==> src/rtl/mac_pe_if.sv <==
// mac_pe_if: operand/result bundle of one mesh MAC cell.
interface mac_pe_if #(
    parameter int DW = 4,
    parameter int AW = 12
);
    logic          start_i;
    logic          valid_i;
    logic [DW-1:0] a_i;
    logic [DW-1:0] b_i;
    logic [DW-1:0] a_o;
    logic [DW-1:0] b_o;
    logic          valid_o;
    logic [AW-1:0] sum_o;
    logic          sum_valid_o;
    logic          busy_o;

    modport master (
        output start_i, valid_i, a_i, b_i,
        input  a_o, b_o, valid_o, sum_o, sum_valid_o, busy_o
    );
    modport slave (
        input  start_i, valid_i, a_i, b_i,
        output a_o, b_o, valid_o, sum_o, sum_valid_o, busy_o
    );
endinterface

==> src/rtl/mac_pe_2dmesh.sv <==
// mac_pe_2dmesh: systolic MAC cell; forwards A/B east/south one cycle late and
// accumulates K unsigned products into a wrapping AW-bit dot-product term.
module mac_pe_2dmesh #(
    parameter int DW = 4,
    parameter int AW = 12,
    parameter int K  = 4
) (
    input logic    clk_i,
    input logic    rst_ni,
    mac_pe_if.slave pe
);
    localparam int CW = K > 1 ? $clog2(K) : 1;

    typedef enum logic [1:0] {IDLE, ACC, DONE} state_t;

    state_t          state_q;
    logic [AW-1:0]   acc_q, acc_d, sum_q;
    logic [CW-1:0]   cnt_q;
    logic [DW-1:0]   a_q, b_q;
    logic            valid_q, sum_valid_q, busy_q;
    logic [2*DW-1:0] prod;
    logic            last;

    assign prod  = pe.a_i * pe.b_i;
    assign acc_d = acc_q + AW'(prod);
    assign last  = cnt_q == CW'(K - 1);

    always_ff @(posedge clk_i or negedge rst_ni) begin
        if (!rst_ni) begin
            state_q     <= IDLE;
            acc_q       <= '0;
            cnt_q       <= '0;
            sum_q       <= '0;
            a_q         <= '0;
            b_q         <= '0;
            valid_q     <= 1'b0;
            sum_valid_q <= 1'b0;
            busy_q      <= 1'b0;
        end else begin
            a_q         <= pe.a_i;
            b_q         <= pe.b_i;
            valid_q     <= pe.valid_i;
            sum_valid_q <= 1'b0;
            case (state_q)
                ACC: if (pe.valid_i) begin
                    acc_q <= acc_d;
                    cnt_q <= cnt_q + CW'(1);
                    if (last) begin
                        state_q     <= DONE;
                        sum_q       <= acc_d;
                        sum_valid_q <= 1'b1;
                        busy_q      <= 1'b0;
                    end
                end
                // IDLE and DONE both accept START; operands in that cycle are dropped
                default: begin
                    state_q <= pe.start_i ? ACC : IDLE;
                    busy_q  <= pe.start_i;
                    if (pe.start_i) begin
                        acc_q <= '0;
                        cnt_q <= '0;
                    end
                end
            endcase
        end
    end

    assign pe.a_o         = a_q;
    assign pe.b_o         = b_q;
    assign pe.valid_o     = valid_q;
    assign pe.sum_o       = sum_q;
    assign pe.sum_valid_o = sum_valid_q;
    assign pe.busy_o      = busy_q;
endmodule

==> src/flat_wrapper.sv <==
// flat-port wrapper written by rule: the top's interface ports become plain ports
module mac_pe_2dmesh_flat 
#(
    parameter int DW = 4,
    parameter int AW = 12,
    parameter int K  = 4
)
  (clk_i, rst_ni, pe_start_i, pe_valid_i, pe_a_i, pe_b_i, pe_a_o, pe_b_o, pe_valid_o, pe_sum_o, pe_sum_valid_o, pe_busy_o);
  mac_pe_if #(.DW(DW), .AW(AW)) pe_i ();
  input logic clk_i;
  input logic rst_ni;
  input wire logic [$bits(pe_i.start_i)-1:0] pe_start_i;
  input wire logic [$bits(pe_i.valid_i)-1:0] pe_valid_i;
  input wire logic [$bits(pe_i.a_i)-1:0] pe_a_i;
  input wire logic [$bits(pe_i.b_i)-1:0] pe_b_i;
  output wire logic [$bits(pe_i.a_o)-1:0] pe_a_o;
  output wire logic [$bits(pe_i.b_o)-1:0] pe_b_o;
  output wire logic [$bits(pe_i.valid_o)-1:0] pe_valid_o;
  output wire logic [$bits(pe_i.sum_o)-1:0] pe_sum_o;
  output wire logic [$bits(pe_i.sum_valid_o)-1:0] pe_sum_valid_o;
  output wire logic [$bits(pe_i.busy_o)-1:0] pe_busy_o;
  assign pe_i.start_i = pe_start_i;
  assign pe_i.valid_i = pe_valid_i;
  assign pe_i.a_i = pe_a_i;
  assign pe_i.b_i = pe_b_i;
  assign pe_a_o = pe_i.a_o;
  assign pe_b_o = pe_i.b_o;
  assign pe_valid_o = pe_i.valid_o;
  assign pe_sum_o = pe_i.sum_o;
  assign pe_sum_valid_o = pe_i.sum_valid_o;
  assign pe_busy_o = pe_i.busy_o;
  mac_pe_2dmesh #(.DW(DW), .AW(AW), .K(K)) u_core (.clk_i(clk_i), .rst_ni(rst_ni), .pe(pe_i));
endmodule
==> config.mk <==
export PLATFORM = sky130hd
export DESIGN_NAME = mac_pe_2dmesh_flat
export DESIGN_NICKNAME = d
export VERILOG_FILES = /design/src/rtl/mac_pe_if.sv /design/src/rtl/mac_pe_2dmesh.sv /design/src/flat_wrapper.sv
export SDC_FILE = /design/constraint.sdc
export NUM_CORES = 1
export LEC_CHECK = 0
export ABC_CLOCK_PERIOD_IN_PS = 2400
export CAP_MARGIN = 0
export CORE_ASPECT_RATIO = 1.5
export CORE_MARGIN = 2
export CORE_UTILIZATION = 48
export DETAILED_ROUTE_END_ITERATION = 7
export PLACE_DENSITY_LB_ADDON = 0.25
export SYNTH_ARGS = -nofsm -noshare
export SYNTH_HDL_FRONTEND = slang
export SYNTH_SLANG_ARGS = --single-unit
==> constraint.sdc <==
create_clock -name clk_i -period 2.4 [get_ports clk_i]
set_input_delay 0.72 -clock clk_i [delete_from_list [all_inputs] [get_ports clk_i]]
set_output_delay 0.72 -clock clk_i [all_outputs]
set_load 0.05 [all_outputs]
==> impl_metrics.ini, run 1 <==
[clock_network]
clock_latency_ps = 290
clock_path_buffers = 2
cts_hold_buf = 0
cts.reportedPaths.clkPinSlew_ps = 70
numCtsBuffers = 5
cts_tree = yes
cts_root_buffer = clkbuf_8
clock-sinks = 38
cts_max_level = 2

[flow_run]
drv_cap = 0

[sta]
clock_skew_ps = 5.93
final_hold_viol_count = 0
timing.final.setup_violations = 20
tightest_slew_ps = 709
max_freq_ghz = 0.294
setup_ws_ps = -999
hold_ws_ps = 471
finalCriticalPeriod_ps = 3400
relSlewSlack_pct = 51.4
rsz0062_at_grt = true
post-route-period-util_pct = 142
drv_slew = 0
fin_tns_setup_ps = -15240

[drt]
wl_per_cell_um = 14.8
vias = 1659
drc = 0
wl_mm = 4.69
dr.pass1.iters = 4
ant_nets = 0
vias_per_cell = 5.23
drtIter0Drc = 24

[critical_path]
critical-path-top-delay-family = adder cells
worstSetupStartpointType = input pin
arrival_ps = 3630
rr_endpoint = u_core.acc_q[11]
cp_num_buf_inv = 4
startpoint = pe_b_i[3]
cp-end-kind = register
reg2reg_depth = 8
r2r_slack_ps = -10
worstSetupPathType = in -> reg
slowest_stage = fa_1
crit_fanout = 3
critPathMaxStageDelay_ps = 530
required_ps = 2630
r2r-start = u_core.acc_q[2]
crit_chain = buf_8, buf_6, and2_4, fa_1, ha_4, inv_2, fa_1, inv_2, ha_4, o211ai_1, a21oi_4, o21ai_2, or4_1, nand3_1

[placed_design]
place_ws_ps = -1780
dp_hpwl_mm = 3.26
portBuffers = 34
place.gp.congestion = 0.801
placed_cell_area_um2 = 2810

[floorplan]
row_count = 29
coreArea_um2 = 4250
initial_utilization_pct = 50.4
fp.dieW_um = 58.5
die_area_um2 = 5020
ios = 35
die_y_um = 85.8

[power_and_ir_drop]
vdd_drop_max_mv = 0.876
p_leak_nw = 1.51
p_per_area_nw_per_um2 = 1170

[yosys]
synth_seq_cells = 38
syn_nets = 242
syn-instance-count = 202
yosys.cell_types.count = 31
yosys.area.top_type_share_pct = 44.4
postSynthAreaPerCell_um2 = 10.6
yosysTopAreaCell = dfrtp_1
yosys-top-cells-area = dfrtp_1 44%, ha_1 11%, fa_1 8.4%
syn-cell-area_um2 = 2140
yosysWarningCount = 0
seq_area_frac_synth_pct = 44.4

[hold_path]
hp-class = in -> async

[cells_and_area]
fin_util_pct = 73.9
layout.nets = 311
final.fill_count = 262
final_common_cell = dfrtp_1
drive_gt1_share_pct = 33.2
syn_to_final_growth_pct = 46.7
diodes = 0
layout_common_cells = 38 x dfrtp_1, 25 x nand2_1, 25 x clkdlybuf4s50_1
fin_area_um2 = 3140

[global_route]
grt_max_degree = 39
grt_pass1_vias = 1757
antenna_found_initial = 0
grt_overflow = 0
grt_usage_pct = 20.6
grt_pass1_wl_mm = 7.78

[run_status]
violations = setup timing
status = complete, but fails checks
-- Yosys cell counts (all sizes together) --
master,instances
dfrtp,38
inv,20
a21o,3
a211oi,2
nand2,29
mux2i,1
nor2b,4
ha,19
a22o,3
xnor2,2
a221oi,1
fa,9
nand3,2
nor3,1
o211ai,4
clkbuf,4
o21ai,21
mux2,2
nor2,4
buf,1
nand2b,2
xor2,6
a21oi,7
a41o,1
or4,2
and2,14
-- worst reg2reg max path, cell delays in order (launching register included) --
cell	delay, ps
dfrtp_1	400
fa_1	590
inv_2	50
fa_2	350
nand2b_4	180
a21oi_4	160
o21ai_2	80
or4_1	460
nand3_1	80
-- how the worst max path moves through the flow --
stage	slack (ps)	to	depth (start not counted)
after CTS	-1030	u_core.pe.sum_o[8]	12
after detailed placement	-1780	u_core.pe.sum_o[8]	12
after floorplan	-1050	u_core.pe.sum_o[11]	11
after global routing	-1100	u_core.acc_q[11]	14
final	-1000	u_core.acc_q[11]	14
after global placement	-1740	u_core.pe.sum_o[8]	12
-- metrics by stage --
step	power [W]	instances
detailed placement	0.00285	305
global route	0.00393	317
CTS	0.00351	314
finish	0.00368	317
global placement	0.00282	305
floorplan	0.00220	202
-- kinds of logic after synthesis --
family                   share of synthesized area [%]
AO/OA/AOI/OAI                                     12.6
XOR/XNOR                                          3.27
adder cells (fa/ha/maj)                           19.5
buffers and inverters                             4.74
flip-flops                                        44.4
multiplexers                                      1.52
AND/OR/NAND/NOR                                   13.9
-- area by class of cell --
type | count | area (µm²) | area share, %
Timing Repair Buffer | 67 | 654 | 20.9
Inverter | 20 | 75.1 | 2.39
Multi-Input combinational cell | 139 | 1320 | 42.2
Tap cell | 46 | 57.6 | 1.83
Clock buffer | 7 | 76.3 | 2.43
Sequential cell | 38 | 951 | 30.3
-- flip-flops by register name, summed over array words and instances (netlist names) --
name / flops
u_core.pe.a_o: 4
u_core.cnt_q: 2
u_core.state_q: 2
u_core.acc_q: 12
u_core.pe.valid_o: 1
u_core.pe.sum_valid_o: 1
u_core.pe.sum_o: 12
u_core.pe.b_o: 4
-- report_power, final --
group,switching [W],internal [W]
Sequential,0.000106,0.000826
Combinational,0.00125,0.00109
Clock,0.000209,0.000200
Total,0.00156,0.00212
-- layer usage --
metal / wire, µm / global-route usage [%] / vias to the layer above
met1: 1840 / 24.5 / 801
li1: - / - / 809
met5: 0 / 0 / -
met4: 110 / 9.73 / 0
met2: 2590 / 35.8 / 40
met3: 144 / 3.17 / 9
-- timing repair --
action,CTS,global route
gates resized for setup,60,27
buffers inserted,2,6
cloned,0,0
endpoints found under the setup margin,22,20
pin swaps,33,35
(Power assumes the default switching activity.)
==> inputs of run 2 (changes only) <==
--- a/config.mk
+++ b/config.mk
@@ -11,6 +11,7 @@
 export CORE_MARGIN = 2
 export CORE_UTILIZATION = 48
 export DETAILED_ROUTE_END_ITERATION = 7
+export MAX_ROUTING_LAYER = met4
 export PLACE_DENSITY_LB_ADDON = 0.25
 export SYNTH_ARGS = -nofsm -noshare
 export SYNTH_HDL_FRONTEND = slang
==> constraint.sdc (replaced) <==
create_clock -name clk_i -period 2.4 [get_ports clk_i]
set_input_delay 0.72 -clock clk_i [delete_from_list [all_inputs] [get_ports clk_i]]
set_output_delay 0.72 -clock clk_i [all_outputs]
set_load 0.02 [all_outputs]
==> run 2 against run 1 <==
Effect of this change:
- the flow still finishes with violations (setup timing)
- die area is the same
- critical endpoint is now u_core.pe.sum_o[11]
- final cell count grew 0.95%
- largest cell class unchanged
- hold slack lost 4.8 ps
- combinational power shrank 13%
- clock-buffer cell count is the same
- routed wire length grew 2.2%
==> impl_metrics.ini, run 2 (same netlist as run 1, synthesis figures left out) <==
[cells_and_area]
multiInputGateArea_um2 = 1320
layout.nets = 313
layout_common_cells = 38 x dfrtp_1, 28 x buf_4, 25 x nand2_1, 25 x clkdlybuf4s50_1, 16 x inv_1
fin_util_pct = 73.8
fin_area_um2 = 3130
diodes = 0
regArea_um2 = 951
syn_to_final_growth_pct = 46.5
drive_gt1_share_pct = 33.6
final.fill_count = 301
final_common_cell = dfrtp_1

[sta]
rsz0062_at_grt = true
final_hold_viol_count = 0
relSlewSlack_pct = 48.7
clock_skew_ps = 3.54
tightest_slew_ps = 748
timing.final.setup_violations = 20
max_freq_ghz = 0.298
finalCriticalPeriod_ps = 3350
post-route-period-util_pct = 140
hold_ws_ps = 467
drv_slew = 0
setup_ws_ps = -954

[power_and_ir_drop]
clock_power_share_pct = 13.2
p_per_area_nw_per_um2 = 1090
vdd_drop_max_mv = 0.829
p_total_w = 0.00342
p_sw_w = 0.00134
p_int_w = 0.00208
p_leak_nw = 1.53
power_frac_seq_pct = 27.3
comb_power_share_pct = 59.5
sw_frac_of_total_pct = 39.2

[hold_path]
hp-class = in -> async

[drt]
wl_per_cell_um = 15.0
dr.pass1.iters = 4
wl_mm = 4.79
drc = 0
vias_per_cell = 5.28
vias = 1691
drtIter0Drc = 35
ant_nets = 0

[critical_path]
required_ps = 2630
worstSetupStartpointType = input pin
cp-end-kind = register
arrival_ps = 3580
worstSetupPathType = in -> reg
crit_fanout = 4

[floorplan]
ios = 35
fp.dieW_um = 58.5
coreArea_um2 = 4250
initial_utilization_pct = 50.4
die_area_um2 = 5020
die_y_um = 85.8
row_count = 29

[clock_network]
cts_tree = yes
cts_root_buffer = clkbuf_8
clock_path_buffers = 2
numCtsBuffers = 5
clock-sinks = 38
cts_hold_buf = 0
clock_latency_ps = 290
cts.reportedPaths.clkPinSlew_ps = 70
cts_max_level = 2

[global_route]
antenna_found_initial = 0
grt_max_degree = 39
grt_pass1_wl_mm = 8.06
grt_usage_pct = 21.9
grt_pass1_vias = 1834
grt_overflow = 0

[run_status]
violations = setup timing
status = complete, but fails checks

[flow_run]
drv_cap = 0

[placed_design]
place.gp.congestion = 0.843
portBuffers = 34
dp_hpwl_mm = 3.41
placed_cell_area_um2 = 2810
[run 2: cell types whose count changed in the layout (fill, tap and decap cells not counted), moves of 2 or more]
cell / change
buf_4: +7
buf_6: -5
a21oi_1: +2
inv_1: +2
inv_2: -2
o21ai_2: -2
[run 2: final timing paths]
kind                       cells after the start  slack [ps]                   to          startpoint
setup / recovery                              12        -950  u_core.pe.sum_o[11]           pe_b_i[2]
hold / removal                                 2         470      u_core.acc_q[5]              rst_ni
setup reg to reg                               8         -90  u_core.pe.sum_o[11]     u_core.acc_q[2]
hold reg to reg                                2         490   u_core.pe.sum_o[8]  u_core.pe.sum_o[8]
max in group asynchronous                      2        1590      u_core.acc_q[0]              rst_ni
min in group clk_i                             2         490   u_core.pe.sum_o[8]  u_core.pe.sum_o[8]
[run 2: power by group through the flow]
stage | combinational (W) | clock [W] | sequential, W
2_1_floorplan | 0.000965 | 0 | 0.00103
3_3_place_gp | 0.00164 | 0 | 0.000935
3_5_place_dp | 0.00167 | 0 | 0.000940
4_1_cts | 0.00192 | 0.000461 | 0.000932
5_1_grt | 0.00223 | 0.000481 | 0.000955
6_report | 0.00203 | 0.000451 | 0.000932
[run 2: worst max-delay path: stages]
cell,delay [ps]
buf_8,90
nand2_4,40
fa_1,540
fa_1,440
fa_1,510
inv_2,50
ha_4,280
nand2b_4,70
a21oi_4,170
o21ai_4,80
or4_1,490
nand3_1,90
[run 2: metrics by stage]
stage / setup TNS (ps) / std cells / setup slack [ps]
detailed placement: -32220 / 305 / -1800
global route: -17160 / 320 / -1130
global placement: -31370 / 305 / -1730
CTS: -16250 / 316 / -1070
finish: -15160 / 320 / -954
floorplan: -14860 / 202 / -1040
[run 2: per-layer routing]
| metal | vias up | track usage, % | share of wire, % | wire length (µm) |
|---|---|---|---|---|
| li1 | 809 | - | - | - |
| met1 | 839 | 24.7 | 40 | 1910 |
| met2 | 37 | 37.7 | 56 | 2660 |
| met3 | 6 | 3.62 | 3.2 | 151 |
| met4 | 0 | 9.09 | 1.5 | 70 |
| met5 | - | - | 0 | 0 |
[run 2: cell type report]
type / instances / share of cell area, %
inverter: 20 / 2.40
timing repair buffer: 69 / 20.4
multi-input combinational: 139 / 42.1
sequential: 38 / 30.3
clock inverter: 1 / 0.160
tap: 46 / 1.84
clock buffer: 7 / 2.75
[run 2: what timing repair did]
action | CTS | global route
endpoints found under the setup margin | 22 | 20
pin swaps | 32 | 37
buffers inserted | 4 | 4
resized for setup | 55 | 23
==> inputs of run 3 (changes only) <==
--- a/config.mk
+++ b/config.mk
@@ -8,7 +8,7 @@
 export ABC_CLOCK_PERIOD_IN_PS = 2400
 export CAP_MARGIN = 0
 export CORE_ASPECT_RATIO = 1.5
-export CORE_MARGIN = 2
+export CORE_MARGIN = 3
 export CORE_UTILIZATION = 48
 export DETAILED_ROUTE_END_ITERATION = 7
 export MAX_ROUTING_LAYER = met4
==> run 3 against run 2 <==
Effect of this change:
- the run still ends with setup timing left
- routed wire length rose by 1.4%
- sequential cell count did not move
- power fell by 2.3%
- clock-buffer cell count did not move
- hold slack got worse by 3.7 ps
- critical path type unchanged
- critical endpoint unchanged
- largest power group unchanged
==> impl_metrics.ini, run 3 (same netlist as run 1, synthesis figures left out) <==
[run_status]
status = complete, but fails checks
violations = setup timing

[sta]
hold_ws_ps = 463
final_hold_viol_count = 0
finalCriticalPeriod_ps = 3400
tightest_slew_ps = 756
fin_tns_setup_ps = -14760
clock_skew_ps = 9.67
relSlewSlack_pct = 48.1
drv_slew = 0
max_freq_ghz = 0.294
setup_ws_ps = -999
timing.final.setup_violations = 20
post-route-period-util_pct = 142
rsz0062_at_grt = true

[global_route]
grt_pass1_vias = 1769
grt_pass1_wl_mm = 7.94
grt_usage_pct = 20.8
grt_overflow = 0
antenna_found_initial = 0
grt_max_degree = 39

[hold_path]
hp-class = in -> async

[placed_design]
portBuffers = 34
place.gp.congestion = 0.866
placed_cell_area_um2 = 2800
dp_hpwl_mm = 3.49

[drt]
drc = 0
wl_mm = 4.86
vias_per_cell = 5.36
ant_nets = 0
wl_per_cell_um = 15.5
vias = 1677
dr.pass1.iters = 4
drtIter0Drc = 44

[floorplan]
die_area_um2 = 5310
initial_utilization_pct = 50.0
fp.dieW_um = 60.5
coreArea_um2 = 4280
ios = 35
die_y_um = 87.8
row_count = 29

[clock_network]
clock-sinks = 38
cts_max_level = 2
numCtsBuffers = 5
cts_root_buffer = clkbuf_8
cts.reportedPaths.clkPinSlew_ps = 80
cts_tree = yes
clock_path_buffers = 2
cts_hold_buf = 0
clock_latency_ps = 290

[power_and_ir_drop]
p_per_area_nw_per_um2 = 1090
p_leak_nw = 1.49
vdd_drop_max_mv = 0.583

[cells_and_area]
drive_gt1_share_pct = 31.5
syn_to_final_growth_pct = 43.1
diodes = 0
layout_common_cells = 38 x dfrtp_1, 25 x nand2_1, 25 x clkdlybuf4s50_1, 25 x buf_4
fin_area_um2 = 3060
layout.nets = 306
final_common_cell = dfrtp_1

[critical_path]
reg2reg_depth = 8
arrival_ps = 3630
cp-end-kind = register
worstSetupPathType = in -> reg
startpoint = pe_a_i[1]
required_ps = 2630
crit_fanout = 4
endpoint = u_core.pe.sum_o[11]
r2r-start = u_core.acc_q[2]
rr_endpoint = u_core.pe.sum_o[11]
r2r_slack_ps = -40
worstSetupStartpointType = input pin

[flow_run]
drv_cap = 0
-- run 3: cell types whose count changed in the layout (fill, tap and decap cells not counted), sizes merged --
cell  before  now
buf       43   36
-- run 3: metal layers --
metal  global-route usage (%)  share of wire [%]  vias to the layer above
li1                         -                  -                      795
met1                     23.7                 40                      822
met2                     35.6                 55                       50
met3                     3.54                3.7                       10
met4                     8.09                2.0                        0
met5                        -                  0                        -
-- run 3: worst min-delay path by stage --
stage | startpoint | end | slack (ps) | depth (start not counted)
3_5_place_dp | u_core.pe.sum_o[9] | u_core.pe.sum_o[9] | 470 | 2
6_report | rst_ni | u_core.pe.a_o[3] | 460 | 2
5_1_grt | rst_ni | u_core.acc_q[6] | 510 | 2
4_1_cts | rst_ni | u_core.acc_q[6] | 480 | 2
2_1_floorplan | rst_ni | u_core.acc_q[0] | 420 | 0
3_3_place_gp | u_core.pe.sum_o[9] | u_core.pe.sum_o[9] | 470 | 2
-- run 3: power breakdown --
part | leakage, nW | switching (W) | total, W | internal, W
Clock | 0.0482 | 0.000220 | 0.000452 | 0.000232
Sequential | 0.479 | 0.000106 | 0.000931 | 0.000825
Combinational | 0.960 | 0.00101 | 0.00195 | 0.000948
Total | 1.49 | 0.00133 | 0.00334 | 0.00200
-- run 3: worst max-delay path: stages --
cell,delay (ps)
buf_8,100
and2_4,150
fa_1,430
ha_1,280
inv_1,50
fa_1,500
inv_1,40
ha_1,340
o211ai_1,170
a21oi_4,200
o21ai_4,100
or4_1,470
nand3_1,80
-- run 3: layout make-up --
cell class                      instances  area, µm²
Multi-Input combinational cell        139       1300
Timing Repair Buffer                   62        588
Sequential cell                        38        951
Clock inverter                          1       5.00
Inverter                               20       75.1
Tap cell                               46       57.6
Clock buffer                            7       86.3
Fill cell                             312       1220
-- run 3: repair_timing --
action | 4_1_cts | 5_1_grt
pin swaps | 34 | 23
gates resized for setup | 66 | 12
setup endpoints to repair | 22 | 20
buffers inserted | 0 | 2
-- run 3: per-stage QoR --
stage / setup slack, ps / std cells / utilization (%) / total power, W
final: -999 / 313 / 71.5 / 0.00334
after global routing: -1100 / 313 / 71.5 / 0.00356
after CTS: -1010 / 312 / 70.1 / 0.00329
after detailed placement: -1780 / 304 / 65.4 / 0.00265
after global placement: -1740 / 304 / 65.4 / 0.00261
after floorplan: -1040 / 202 / - / 0.00200
